## src/rtl/mpu6050_pkg.sv

```systemverilog
// Shared constants and types for the MPU6050 sequencer back end.
package mpu6050_pkg;

  localparam int unsigned NUM_AXES  = 3;
  localparam int unsigned NUM_SLOTS = 6;

  localparam int unsigned ADR_XH = 0;
  localparam int unsigned ADR_XL = 1;
  localparam int unsigned ADR_YH = 2;
  localparam int unsigned ADR_YL = 3;
  localparam int unsigned ADR_ZH = 4;
  localparam int unsigned ADR_ZL = 5;

  localparam logic [NUM_SLOTS-1:0] FULL_MASK = 6'b111111;

  typedef enum logic [1:0] {COLLECT, CHECK, EMIT} filt_state_t;

endpackage

```

## src/rtl/axis_accumulator.sv

```systemverilog
// One axis: sign-extending accumulator with clear and arithmetic-shift divide.
module axis_accumulator #(
  parameter int unsigned AVG_LOG2 = 2,
  parameter int unsigned DATA_W   = 16
) (
  input  logic              MCLK,
  input  logic              RESET,
  input  logic              add_en,
  input  logic              clr_en,
  input  logic [DATA_W-1:0] sample,
  output logic [DATA_W-1:0] avg_c
);

  localparam int unsigned ACC_W = DATA_W + AVG_LOG2;

  logic signed [ACC_W-1:0] acc_q;

  always_ff @(posedge MCLK) begin
    if (RESET || clr_en) begin
      acc_q <= '0;
    end else if (add_en) begin
      acc_q <= acc_q + ACC_W'($signed(sample));
    end
  end

  // Shift of a signed accumulator floors toward -inf.
  assign avg_c = DATA_W'(acc_q >>> AVG_LOG2);

endmodule

```

## src/rtl/accel_frame_filter.sv

```systemverilog
// Assembles X/Y/Z frames from the sequencer byte stream, drops incomplete
// frames and box-averages 2^AVG_LOG2 good frames onto a valid/ready output.
module accel_frame_filter
  import mpu6050_pkg::*;
#(
  parameter int unsigned AVG_LOG2 = 2,
  parameter int unsigned DATA_W   = 16
) (
  input  logic              MCLK,
  input  logic              RESET,
  input  logic              TIC,
  input  logic              LOAD,
  input  logic [3:0]        ADR,
  input  logic [7:0]        DATA,
  input  logic              COMPLETED,
  output logic [DATA_W-1:0] X_AVG,
  output logic [DATA_W-1:0] Y_AVG,
  output logic [DATA_W-1:0] Z_AVG,
  output logic              OUT_VALID,
  input  logic              OUT_READY,
  output logic              FRAME_ERR,
  output logic              OVERRUN
);

  localparam int unsigned CNT_W    = AVG_LOG2 + 1;
  localparam int unsigned LAST_CNT = (1 << AVG_LOG2) - 1;

  logic [7:0]           slot_q     [NUM_SLOTS];
  logic [7:0]           slot_nxt_c [NUM_SLOTS];
  logic [7:0]           frame_q    [NUM_SLOTS];
  logic [NUM_SLOTS-1:0] mask_q;
  logic [NUM_SLOTS-1:0] mask_nxt_c;
  logic [NUM_SLOTS-1:0] frame_mask_q;
  filt_state_t          state_q;
  logic [CNT_W-1:0]     cnt_q;
  logic                 add_c;
  logic                 clr_c;
  logic [DATA_W-1:0]    avg_c      [NUM_AXES];

  // Live slots with this cycle's byte merged, so a closing byte joins its frame.
  always_comb begin
    slot_nxt_c = slot_q;
    mask_nxt_c = mask_q;
    for (int i = 0; i < NUM_SLOTS; i++) begin
      if (TIC && LOAD && (ADR == 4'(i))) begin
        slot_nxt_c[i] = DATA;
        mask_nxt_c[i] = 1'b1;
      end
    end
  end

  always_ff @(posedge MCLK) begin
    if (RESET) begin
      for (int i = 0; i < NUM_SLOTS; i++) begin
        slot_q[i]  <= '0;
        frame_q[i] <= '0;
      end
      mask_q       <= '0;
      frame_mask_q <= '0;
    end else begin
      slot_q <= slot_nxt_c;
      if (TIC && COMPLETED) begin
        frame_q      <= slot_nxt_c;
        frame_mask_q <= mask_nxt_c;
        mask_q       <= '0;
      end else begin
        mask_q <= mask_nxt_c;
      end
    end
  end

  assign add_c = (state_q == CHECK) && (frame_mask_q == FULL_MASK);
  assign clr_c = (state_q == EMIT);

  for (genvar g = 0; g < NUM_AXES; g++) begin : g_axis
    axis_accumulator #(
      .AVG_LOG2 (AVG_LOG2),
      .DATA_W   (DATA_W)
    ) u_acc (
      .MCLK   (MCLK),
      .RESET  (RESET),
      .add_en (add_c),
      .clr_en (clr_c),
      .sample ({frame_q[ADR_XH + 2*g], frame_q[ADR_XH + 2*g + 1]}),
      .avg_c  (avg_c[g])
    );
  end

  // Frame check / emit sequencing and output handshake.
  always_ff @(posedge MCLK) begin
    if (RESET) begin
      state_q   <= COLLECT;
      cnt_q     <= '0;
      X_AVG     <= '0;
      Y_AVG     <= '0;
      Z_AVG     <= '0;
      OUT_VALID <= 1'b0;
      FRAME_ERR <= 1'b0;
      OVERRUN   <= 1'b0;
    end else begin
      FRAME_ERR <= 1'b0;
      OVERRUN   <= 1'b0;
      if (OUT_VALID && OUT_READY) begin
        OUT_VALID <= 1'b0;
      end
      case (state_q)
        COLLECT: begin
          if (TIC && COMPLETED) begin
            state_q <= CHECK;
          end
        end
        CHECK: begin
          if (frame_mask_q != FULL_MASK) begin
            FRAME_ERR <= 1'b1;
            state_q   <= COLLECT;
          end else begin
            cnt_q   <= cnt_q + CNT_W'(1);
            state_q <= (cnt_q == CNT_W'(LAST_CNT)) ? EMIT : COLLECT;
          end
        end
        EMIT: begin
          X_AVG     <= avg_c[0];
          Y_AVG     <= avg_c[1];
          Z_AVG     <= avg_c[2];
          OUT_VALID <= 1'b1;
          OVERRUN   <= OUT_VALID && !OUT_READY;
          cnt_q     <= '0;
          state_q   <= COLLECT;
        end
        default: state_q <= COLLECT;
      endcase
    end
  end

endmodule

```

## config.mk

```make
export PLATFORM = sky130hd
export DESIGN_NAME = accel_frame_filter
export DESIGN_NICKNAME = d
export VERILOG_FILES = /design/src/rtl/mpu6050_pkg.sv /design/src/rtl/axis_accumulator.sv /design/src/rtl/accel_frame_filter.sv
export SDC_FILE = /design/constraint.sdc
export NUM_CORES = 1
export LEC_CHECK = 0
export CAP_MARGIN = 10
export CORE_MARGIN = 2
export CORE_UTILIZATION = 50
export CTS_CLUSTER_DIAMETER = 50
export DETAILED_ROUTE_END_ITERATION = 6
export HOLD_SLACK_MARGIN = 0.02
export PLACE_DENSITY = 0.73
export RECOVER_POWER = 50
export SLEW_MARGIN = 20
export SYNTH_ARGS = -nofsm -noshare
export SYNTH_HDL_FRONTEND = slang
export SYNTH_SLANG_ARGS = --single-unit
export TNS_END_PERCENT = 5
```

## constraint.sdc

```tcl
create_clock -name MCLK -period 4.3 [get_ports MCLK]
set_input_delay 1.29 -clock MCLK [delete_from_list [all_inputs] [get_ports MCLK]]
set_output_delay 1.29 -clock MCLK [all_outputs]
set_load 0.02 [all_outputs]
```

==> impl_metrics.yaml, run 1 <==
pwr:
  vdd_drop_max_mv: 0.343
  total_power_mw: 4.55
  p_sw_frac: 0.219
  p_int_mw: 3.55
  power.share.sequential: 0.457
  p_clk_frac: 0.495
  p_per_area_mw_per_mm2: 391
  p_comb_frac: 0.048
  p_leak_nw: 4.74
  p_switching_mw: 0.997
synth:
  synth-edff-count: 0
  synth_warnings: 0
  ys.flop_type: "dfxtp_1"
  seq_area_frac_synth: 0.440
  syn_inst: 1154
  ys_ff_latch: 218
  synth_nets: 1228
  synth_area_mm2: 0.00991
  async_flop_share: 0
  synth_cell_types: 59
  avgSynthCellArea_um2: 8.59
clocking:
  clk_pin_slew_ns: 0.06
  cts-buffers-inserted: 26
  clk_path_buf_depth: 3
  cts_tree: "built"
  clk_latency_ns: 0.52
  cts_setup_buffers: 0
  hold_buffers: 0
  ctsResizeCount: 0
  cts_max_level: 1
  cts.sinks: 218
  clock_tree.root_cell: "clkbuf_16"
floorplan:
  die-width_um: 145
  num_rows: 51
  initial_core_util: 0.509
  ioPinCount: 69
  core_area_mm2: 0.0195
  die_area_mm2: 0.0210
  die-height_um: 145
sta:
  relSlewSlack: -0.620
  max_freq_ghz: 0.288
  setup_violations: 0
  tightestPinTransition_ns: 2.43
  fin_crit_ns: 3.47
  final-hold-violation-count: 0
  tns_ns: 0
  slew_violations: 146
  skew_ns: 0.0157
  fin_crit_sh: 0.808
  rsz0062_at_grt: "false"
route:
  dr.pass1.iters: 5
  drc: 0
  drt-initial-drc-count: 445
  wl_per_cell_um: 16.1
  num_vias: 8290
  viasPerCell: 5.61
  postRouteWirelength_mm: 23.7
  final_antenna_net_count: 0
setup_path:
  cp_slowest_cell: "clkbuf_1"
  reg2reg_slack_ns: 1.31
  path_class: "in -> reg"
  start_kind: "input port"
  cp.arrival_ns: 3.88
  endpoint_kind: "flip-flop"
  r2r_cells: 10
  regToRegStartpoint: "frame_q[32]"
  path_cells: "clkdlybuf4s50_1 -> nand2_1 -> nor2_1 -> clkbuf_1 -> nand2_1 -> nor3_1 -> clkbuf_1 -> mux2i_1 -> nor2_1 -> o22a_1"
  critPathMaxStageDelay_ns: 0.56
  rr_endpoint: "g_axis[0].u_acc.acc_q[16]"
  cp_max_fo: 12
  critical_path_required_ns: 4.70
run:
  drv_cap: 2
hold_path:
  min_path_type: "reg -> reg"
  hold_path_startpoint: "Z_AVG[5]"
  worstHoldPathCells: 2
  hold_path_end: "Z_AVG[5]"
grt:
  grt_pass1_wl_mm: 38.9
  grt_remaining_overflow: 0
  gr-usage-all-layers: 0.230
  grt_pass1_vias: 7811
  grt_antenna_before_repair: 0
  grt_max_degree: 92
final_layout:
  area_growth_pct: 17.5
  design_area_mm2: 0.0116
  drive_above_1_share: 0.0536
  final_cell_count_no_fill: 1478
  fin_nets: 1272
  n_antenna_cell: 0
placement:
  hpwl_mm: 16.0
  place_area_mm2: 0.0108
  portBuffers: 68
  gp_congestion: 0.975
  dp_cells: 1435
status:
  status: "complete, but fails checks"
  violations: "max-capacitance violations, max-slew violations"
kinds of logic after synthesis:
family          after synthesis  share of synthesized area
compound gates              297                      0.195
xor+xnor                     30                     0.0265
fa+ha+maj                    56                     0.0730
buf+inv                      88                     0.0338
flops                       218                      0.440
mux                          43                     0.0436
simple gates                422                      0.188
registers in the layout, summed over array words and instances (netlist names):
register            flops
g_axis.u_acc.acc_q     54
frame_q                48
slot_q                 48
X_AVG                  16
Y_AVG                  16
Z_AVG                  16
frame_mask_q            6
mask_q                  6
cnt_q                   3
state_q                 2
FRAME_ERR               1
OUT_VALID               1
OVERRUN                 1
power groups by stage:
stage / clock [mW] / combinational [mW] / sequential, mW
after global routing: 2.36 / 0.238 / 2.08
after global placement: 0 / 0.211 / 2.12
after floorplan: 0 / 0.148 / 2.11
final: 2.25 / 0.216 / 2.08
after detailed placement: 0 / 0.216 / 2.12
after CTS: 2.28 / 0.217 / 2.08
worst max-delay path: cells and delay by family:
family | cells | cell delay [ns]
buffers and inverters | 3 | 1.46
and+or+nand+nor | 5 | 0.59
muxes | 1 | 0.29
AOI/OAI and AO/OA | 1 | 0.24
cell usage in the layout, fill, tap and decap left out, types with 20 or more instances in the layout:
cell type and instances:
o21ai_0 33, mux2i_1 42, nand3_1 39, nand2_1 184, nor2_1 111, a211oi_1 33, inv_1 20, a21oi_1 118
o22a_1 32, ha_1 53, dfxtp_1 218, clkdlybuf4s50_1 66, clkbuf_16 27
worst max path at each step:
stage | endpoint | slack [ns] | from | depth (start not counted)
6_report | frame_q[36] | 0.83 | TIC | 10
5_1_grt | frame_q[36] | 0.67 | TIC | 10
4_1_cts | frame_mask_q[4] | 1.41 | TIC | 7
3_5_place_dp | frame_mask_q[4] | 0.87 | TIC | 7
3_3_place_gp | frame_q[14] | 0.94 | TIC | 7
2_1_floorplan | g_axis[0].u_acc.acc_q[4] | 1.70 | RESET | 6
synthesized netlist by cell type (all sizes together) (2+ instances only):
master / n / area [um2]
nand4: 12 / 75.1
or3: 2 / 12.5
a211oi: 34 / 260
clkbuf: 55 / 208
buf: 13 / 52.6
nor3b: 2 / 15.0
nor3: 18 / 90.1
dfxtp: 218 / 4360
o21a: 14 / 105
and2: 4 / 25.0
o211ai: 6 / 45.0
nand2: 184 / 691
mux2i: 42 / 420
o31ai: 10 / 93.8
or2: 4 / 25.0
nand3b: 3 / 22.5
o22a: 32 / 280
xnor2: 19 / 166
xor2: 11 / 96.3
nand2b: 10 / 62.6
ha: 53 / 663
a31oi: 10 / 62.6
and4: 2 / 17.5
a311o: 2 / 21.3
a21oi: 118 / 591
nor2b: 9 / 56.3
nand4b: 2 / 17.5
and3: 9 / 61.3
o21bai: 3 / 22.5
nand3: 39 / 195
fa: 3 / 60.1
o21ai: 36 / 180
o22ai: 2 / 12.5
inv: 20 / 75.1
nor2: 112 / 420
a21boi: 3 / 22.5
or4: 4 / 30.0
a21o: 16 / 120
a2111oi: 2 / 30.0
o31a: 2 / 17.5
nor4: 4 / 25.0
through the flow:
step	setup slack (ns)	utilization	hold WS, ns
2_1_floorplan	1.70	-	0.424
3_3_place_gp	0.935	0.555	0.438
3_5_place_dp	0.874	0.555	0.446
4_1_cts	1.41	0.600	0.454
5_1_grt	0.674	0.598	0.471
6_report	0.825	0.598	0.451
area by class of cell:
type	count	area (um2)
clock buffers	33	718
fillers	1723	7820
inverters	20	75.1
clock inverters	10	164
repair buffers	84	781
flip-flops and latches	218	4360
well taps	265	332
multi-input cells	848	5210
per-layer routing:
layer  vias to the layer above  part of all wire  global-route usage
met2                       160              0.48               0.401
met3                        45             0.036              0.0306
met1                      3925              0.46               0.298
li1                       4160                 -                   -
met5                         -                 0                   0
met4                         0             0.023              0.0644
Note: power is estimated with default switching activity, not from simulation.
==> run 2, diff against run 1 <==
--- a/config.mk
+++ b/config.mk
@@ -11,7 +11,7 @@
 export CTS_CLUSTER_DIAMETER = 50
 export DETAILED_ROUTE_END_ITERATION = 6
 export HOLD_SLACK_MARGIN = 0.02
-export PLACE_DENSITY = 0.73
+export PLACE_DENSITY = 0.76
 export RECOVER_POWER = 50
 export SLEW_MARGIN = 20
 export SYNTH_ARGS = -nofsm -noshare
==> constraint.sdc (replaced) <==
create_clock -name MCLK -period 3 [get_ports MCLK]
set_input_delay 0.9 -clock MCLK [delete_from_list [all_inputs] [get_ports MCLK]]
set_output_delay 0.9 -clock MCLK [all_outputs]
set_load 0.02 [all_outputs]
==> run 2 against run 1 <==
Effect of this change: via count rose by 0.95%; clock power increased by 45%; sequential power is 43% higher; sequential cell count is the same; register-to-register slack worse by 0.99 ns; clock skew shrank 0.0045 ns; count of clock-buffer cells in the layout up 1; die area unchanged; global-route usage increased by 0.62 points; combinational power grew 49%; critical endpoint is now g_axis[0].u_acc.acc_q[11]; largest power group unchanged; the flow still finishes with violations (max-capacitance violations, max-slew violations); routed wire length rose by 2.1%.
==> impl_metrics.yaml, run 2 (synthesized netlist as in run 1, its figures left out) <==
sta:
  max_freq_ghz: 0.374
  fin_crit_sh: 0.892
  rsz0062_at_grt: "false"
  setup_violations: 0
  fin_crit_ns: 2.68
  tns_ns: 0
  slew_violations: 35
  skew_ns: 0.0112
  relSlewSlack: -0.0578
  tightestPinTransition_ns: 1.59
  final-hold-violation-count: 0
placement:
  dp_cells: 1445
  portBuffers: 68
  place_area_mm2: 0.0109
  hpwl_mm: 16.5
  gp_congestion: 0.918
grt:
  grt_remaining_overflow: 0
  grt_antenna_before_repair: 0
  grt_max_degree: 102
  grt_pass1_vias: 8121
  grt_pass1_wl_mm: 40.0
  gr-usage-all-layers: 0.236
status:
  violations: "max-capacitance violations, max-slew violations"
  status: "complete, but fails checks"
clocking:
  clk_latency_ns: 0.53
  cts_setup_buffers: 0
  cts-buffers-inserted: 27
  ctsResizeCount: 0
  cts_tree: "built"
  clk_pin_slew_ns: 0.06
  clk_path_buf_depth: 3
  clock_tree.root_cell: "clkbuf_16"
  cts.sinks: 218
  hold_buffers: 0
  cts_max_level: 1
final_layout:
  largestRegisters: "g_axis.u_acc.acc_q (54), frame_q (48), slot_q (48)"
  area.sequential_mm2: 0.00436
  area_growth_pct: 19.0
  drive_above_1_share: 0.0627
  layout_common_cells: "dfxtp_1 (218), nand2_1 (184), a21oi_1 (118), nor2_1 (111), clkdlybuf4s50_1 (66)"
  multi_input_area_mm2: 0.00522
  fill_cells: 1694
  largest_register: "g_axis.u_acc.acc_q"
  n_antenna_cell: 0
  design_area_mm2: 0.0118
  fin_nets: 1283
  final_cell_count_no_fill: 1494
  largest_register_ffs: 54
  layout_commonest_cell: "dfxtp_1"
setup_path:
  cp.arrival_ns: 3.15
  endpoint_kind: "flip-flop"
  cp_max_fo: 15
  start_kind: "flip-flop"
  path_class: "reg -> reg"
  critical_path_required_ns: 3.47
floorplan:
  die-width_um: 145
  die_area_mm2: 0.0210
  core_area_mm2: 0.0195
  ioPinCount: 69
  num_rows: 51
  die-height_um: 145
  initial_core_util: 0.509
route:
  viasPerCell: 5.60
  num_vias: 8369
  dr.pass1.iters: 4
  final_antenna_net_count: 0
  wl_per_cell_um: 16.2
  postRouteWirelength_mm: 24.2
  drt-initial-drc-count: 384
  drc: 0
pwr:
  vdd_drop_max_mv: 0.399
  total_power_mw: 6.56
  p_leak_nw: 4.80
  p_per_area_mw_per_mm2: 557
hold_path:
  min_path_type: "reg -> reg"
run:
  drv_cap: 1
==> run 2: cell count changes in the layout (fill, tap and decap cells not counted), moves of 2 or more <==
cell / change
a2111oi_0: -2
a2111oi_2: +2
buf_12: +4
clkbuf_1: +6
clkinv_2: +3
o21ai_0: -3
o21ai_1: +3
==> run 2: area by class of cell <==
class | instances | area share
inverter | 20 | 0.00637
timing repair buffer | 94 | 0.0747
tap | 265 | 0.0281
clock inverter | 15 | 0.0155
multi-input combinational | 848 | 0.443
clock buffer | 34 | 0.0621
sequential | 218 | 0.370
==> run 2: worst max-delay path: stages (launching register included) <==
cell,delay (ns)
dfxtp_1,0.34
nand4_1,0.10
nor2_1,0.28
and3b_1,0.28
clkbuf_1,0.62
nand2_1,0.10
clkbuf_1,0.38
o311a_1,0.45
nand2_1,0.08
==> run 2: stage by stage <==
| step | utilization | setup WS, ns | hold WS, ns |
|---|---|---|---|
| 4_1_cts | 0.609 | 0.496 | 0.454 |
| 3_3_place_gp | 0.562 | 0.400 | 0.439 |
| 6_report | 0.606 | 0.324 | 0.451 |
| 5_1_grt | 0.606 | 0.170 | 0.468 |
| 2_1_floorplan | - | 0.764 | 0.424 |
| 3_5_place_dp | 0.562 | 0.355 | 0.443 |
==> run 2: worst paths after layout <==
path / from / to / slack [ns] / depth (start not counted)
setup / recovery: frame_mask_q[4] / g_axis[0].u_acc.acc_q[11] / 0.32 / 8
hold / removal: X_AVG[10] / X_AVG[10] / 0.45 / 2
setup reg to reg: frame_mask_q[4] / g_axis[0].u_acc.acc_q[11] / 0.32 / 8
hold reg to reg: X_AVG[10] / X_AVG[10] / 0.45 / 2
==> run 2: layer usage <==
metal  GRT usage  vias to the layer above  wire (um)
li1            -                     4198          -
met1       0.296                     3937      10700
met2       0.412                      178      11600
met3      0.0365                       56       1090
met4      0.0833                        0        837
met5           0                        -          0
==> run 2: power by group <==
part	internal, mW	leakage (nW)	total [mW]	switching, mW
Combinational	0.123	2.58	0.322	0.198
Clock	2.00	0.450	3.26	1.26
Sequential	2.94	1.76	2.98	0.0370
==> run 3, diff against run 2 <==
--- a/config.mk
+++ b/config.mk
@@ -6,6 +6,7 @@
 export NUM_CORES = 1
 export LEC_CHECK = 0
 export CAP_MARGIN = 10
+export CORE_ASPECT_RATIO = 1.25
 export CORE_MARGIN = 2
 export CORE_UTILIZATION = 50
 export CTS_CLUSTER_DIAMETER = 50
@@ -13,6 +14,7 @@
 export HOLD_SLACK_MARGIN = 0.02
 export PLACE_DENSITY = 0.76
 export RECOVER_POWER = 50
+export REMOVE_ABC_BUFFERS = 1
 export SLEW_MARGIN = 20
 export SYNTH_ARGS = -nofsm -noshare
 export SYNTH_HDL_FRONTEND = slang
==> run 3 against run 2 <==
Effect of this change: the flow now finishes without violations; first-iteration DRC count increased by 2.3%; worst setup slack worse by 0.12 ns; clock power decreased by 12%; sequential power hardly changed; sequential cell count unchanged; sequential share of layout area increased by 0.60 points; die area about the same; non-clock buffer count is 3 lower; via count up 0.11%; final cell count fell by 0.74%; clock skew increased by 0.0093 ns; fmax decreased by 4.1%; critical path type is now in -> reg.
==> impl_metrics.yaml, run 3 (synthesized netlist as in run 1, its figures left out) <==
pwr:
  p_clk_frac: 0.466
  p_leak_nw: 4.72
  p_sw_frac: 0.223
  power.share.sequential: 0.483
  vdd_drop_max_mv: 0.704
  p_per_area_mw_per_mm2: 532
  total_power_mw: 6.17
  p_comb_frac: 0.051
  p_int_mw: 4.80
  p_switching_mw: 1.37
setup_path:
  cp_max_fo: 32
  start_kind: "input port"
  critical_path_required_ns: 3.39
  endpoint_kind: "flip-flop"
  path_class: "in -> reg"
  cp.arrival_ns: 3.18
route:
  drc: 0
  drt-initial-drc-count: 393
  dr.pass1.iters: 5
  viasPerCell: 5.65
  wl_per_cell_um: 16.1
  final_antenna_net_count: 0
  num_vias: 8378
  postRouteWirelength_mm: 23.9
sta:
  rsz0062_at_grt: "false"
  fin_crit_ns: 2.79
  max_freq_ghz: 0.358
  relSlewSlack: 0.0322
  fin_crit_sh: 0.931
  final-hold-violation-count: 0
  skew_ns: 0.0205
  tightestPinTransition_ns: 1.45
  slew_violations: 0
  setup_violations: 0
  worst_slack_ns: 0.208
run:
  drv_cap: 0
grt:
  grt_antenna_before_repair: 0
  grt_pass1_vias: 8052
  gr-usage-all-layers: 0.230
  grt_remaining_overflow: 0
  grt_max_degree: 127
  grt_pass1_wl_mm: 39.3
final_layout:
  fin_nets: 1276
  final_util: 0.596
  multi_input_area_mm2: 0.00521
  drive_above_1_share: 0.0550
  largest_register_ffs: 54
  n_antenna_cell: 0
  layout_common_cells: "dfxtp_1 (218), nand2_1 (184), a21oi_1 (118), nor2_1 (111), clkdlybuf4s50_1 (66)"
  largest_register: "g_axis.u_acc.acc_q"
  largestRegisters: "g_axis.u_acc.acc_q (54), frame_q (48), slot_q (48)"
  fill_cells: 1727
  area_growth_pct: 17.1
  area.sequential_mm2: 0.00436
  layout_commonest_cell: "dfxtp_1"
floorplan:
  num_rows: 57
  initial_core_util: 0.509
  ioPinCount: 69
  die_area_mm2: 0.0210
  die-height_um: 161
  core_area_mm2: 0.0195
  die-width_um: 130
status:
  status: "finished, final reports clean"
placement:
  portBuffers: 68
  gp_congestion: 0.905
  hpwl_mm: 15.8
  post-place-ws_ns: 0.273
clocking:
  cts-buffers-inserted: 23
  cts_max_level: 1
  cts.sinks: 218
  clk_path_buf_depth: 3
  clk_pin_slew_ns: 0.06
  cts_tree: "built"
  hold_buffers: 0
  ctsResizeCount: 0
  cts_setup_buffers: 0
  clock_tree.root_cell: "clkbuf_16"
  clk_latency_ns: 0.52
hold_path:
  min_path_type: "reg -> reg"
## run 3: through the flow
step,hold WS [ns],cell area (um2),setup TNS [ns],instances
global route,0.470,11600,0,1483
CTS,0.454,11700,0,1483
global placement,0.434,10900,0,1442
detailed placement,0.445,10900,0,1442
finish,0.451,11600,0,1483
floorplan,0.424,9650,-26.90,1086
## run 3: cell type report
type | count | share of cell area
clock inverters | 7 | 0.00820
multi-input cells | 848 | 0.449
repair buffers | 91 | 0.0729
clock buffers | 34 | 0.0583
inverters | 20 | 0.00647
well taps | 265 | 0.0286
flip-flops and latches | 218 | 0.376
## run 3: path summary, 6_finish.rpt
path	start	end	slack (ns)	cells after the start
max reg2reg	frame_q[32]	g_axis[0].u_acc.acc_q[16]	0.29	10
min reg2reg	Z_AVG[3]	Z_AVG[3]	0.45	2
max	COMPLETED	frame_q[20]	0.21	5
min	Z_AVG[3]	Z_AVG[3]	0.45	2
## run 3: worst max-delay path: stages
cell and delay [ns]:
clkdlybuf4s50_1 0.51, and2_0 0.94, nor2_2 0.01, clkbuf_2 0.48, o22a_1 0.33
## run 3: per-layer routing
metal,track usage,wire length (um)
met2,0.403,11800
met4,0.0958,837
met5,0,0
met3,0.0265,1240
met1,0.285,10000
## run 3: power groups by stage
stage	logic [mW]	registers, mW	clock network [mW]
2_1_floorplan	0.184	3.03	0
3_3_place_gp	0.312	3.04	0
3_5_place_dp	0.318	3.04	0
4_1_cts	0.320	2.98	2.94
5_1_grt	0.347	2.98	3.06
6_report	0.317	2.98	2.88
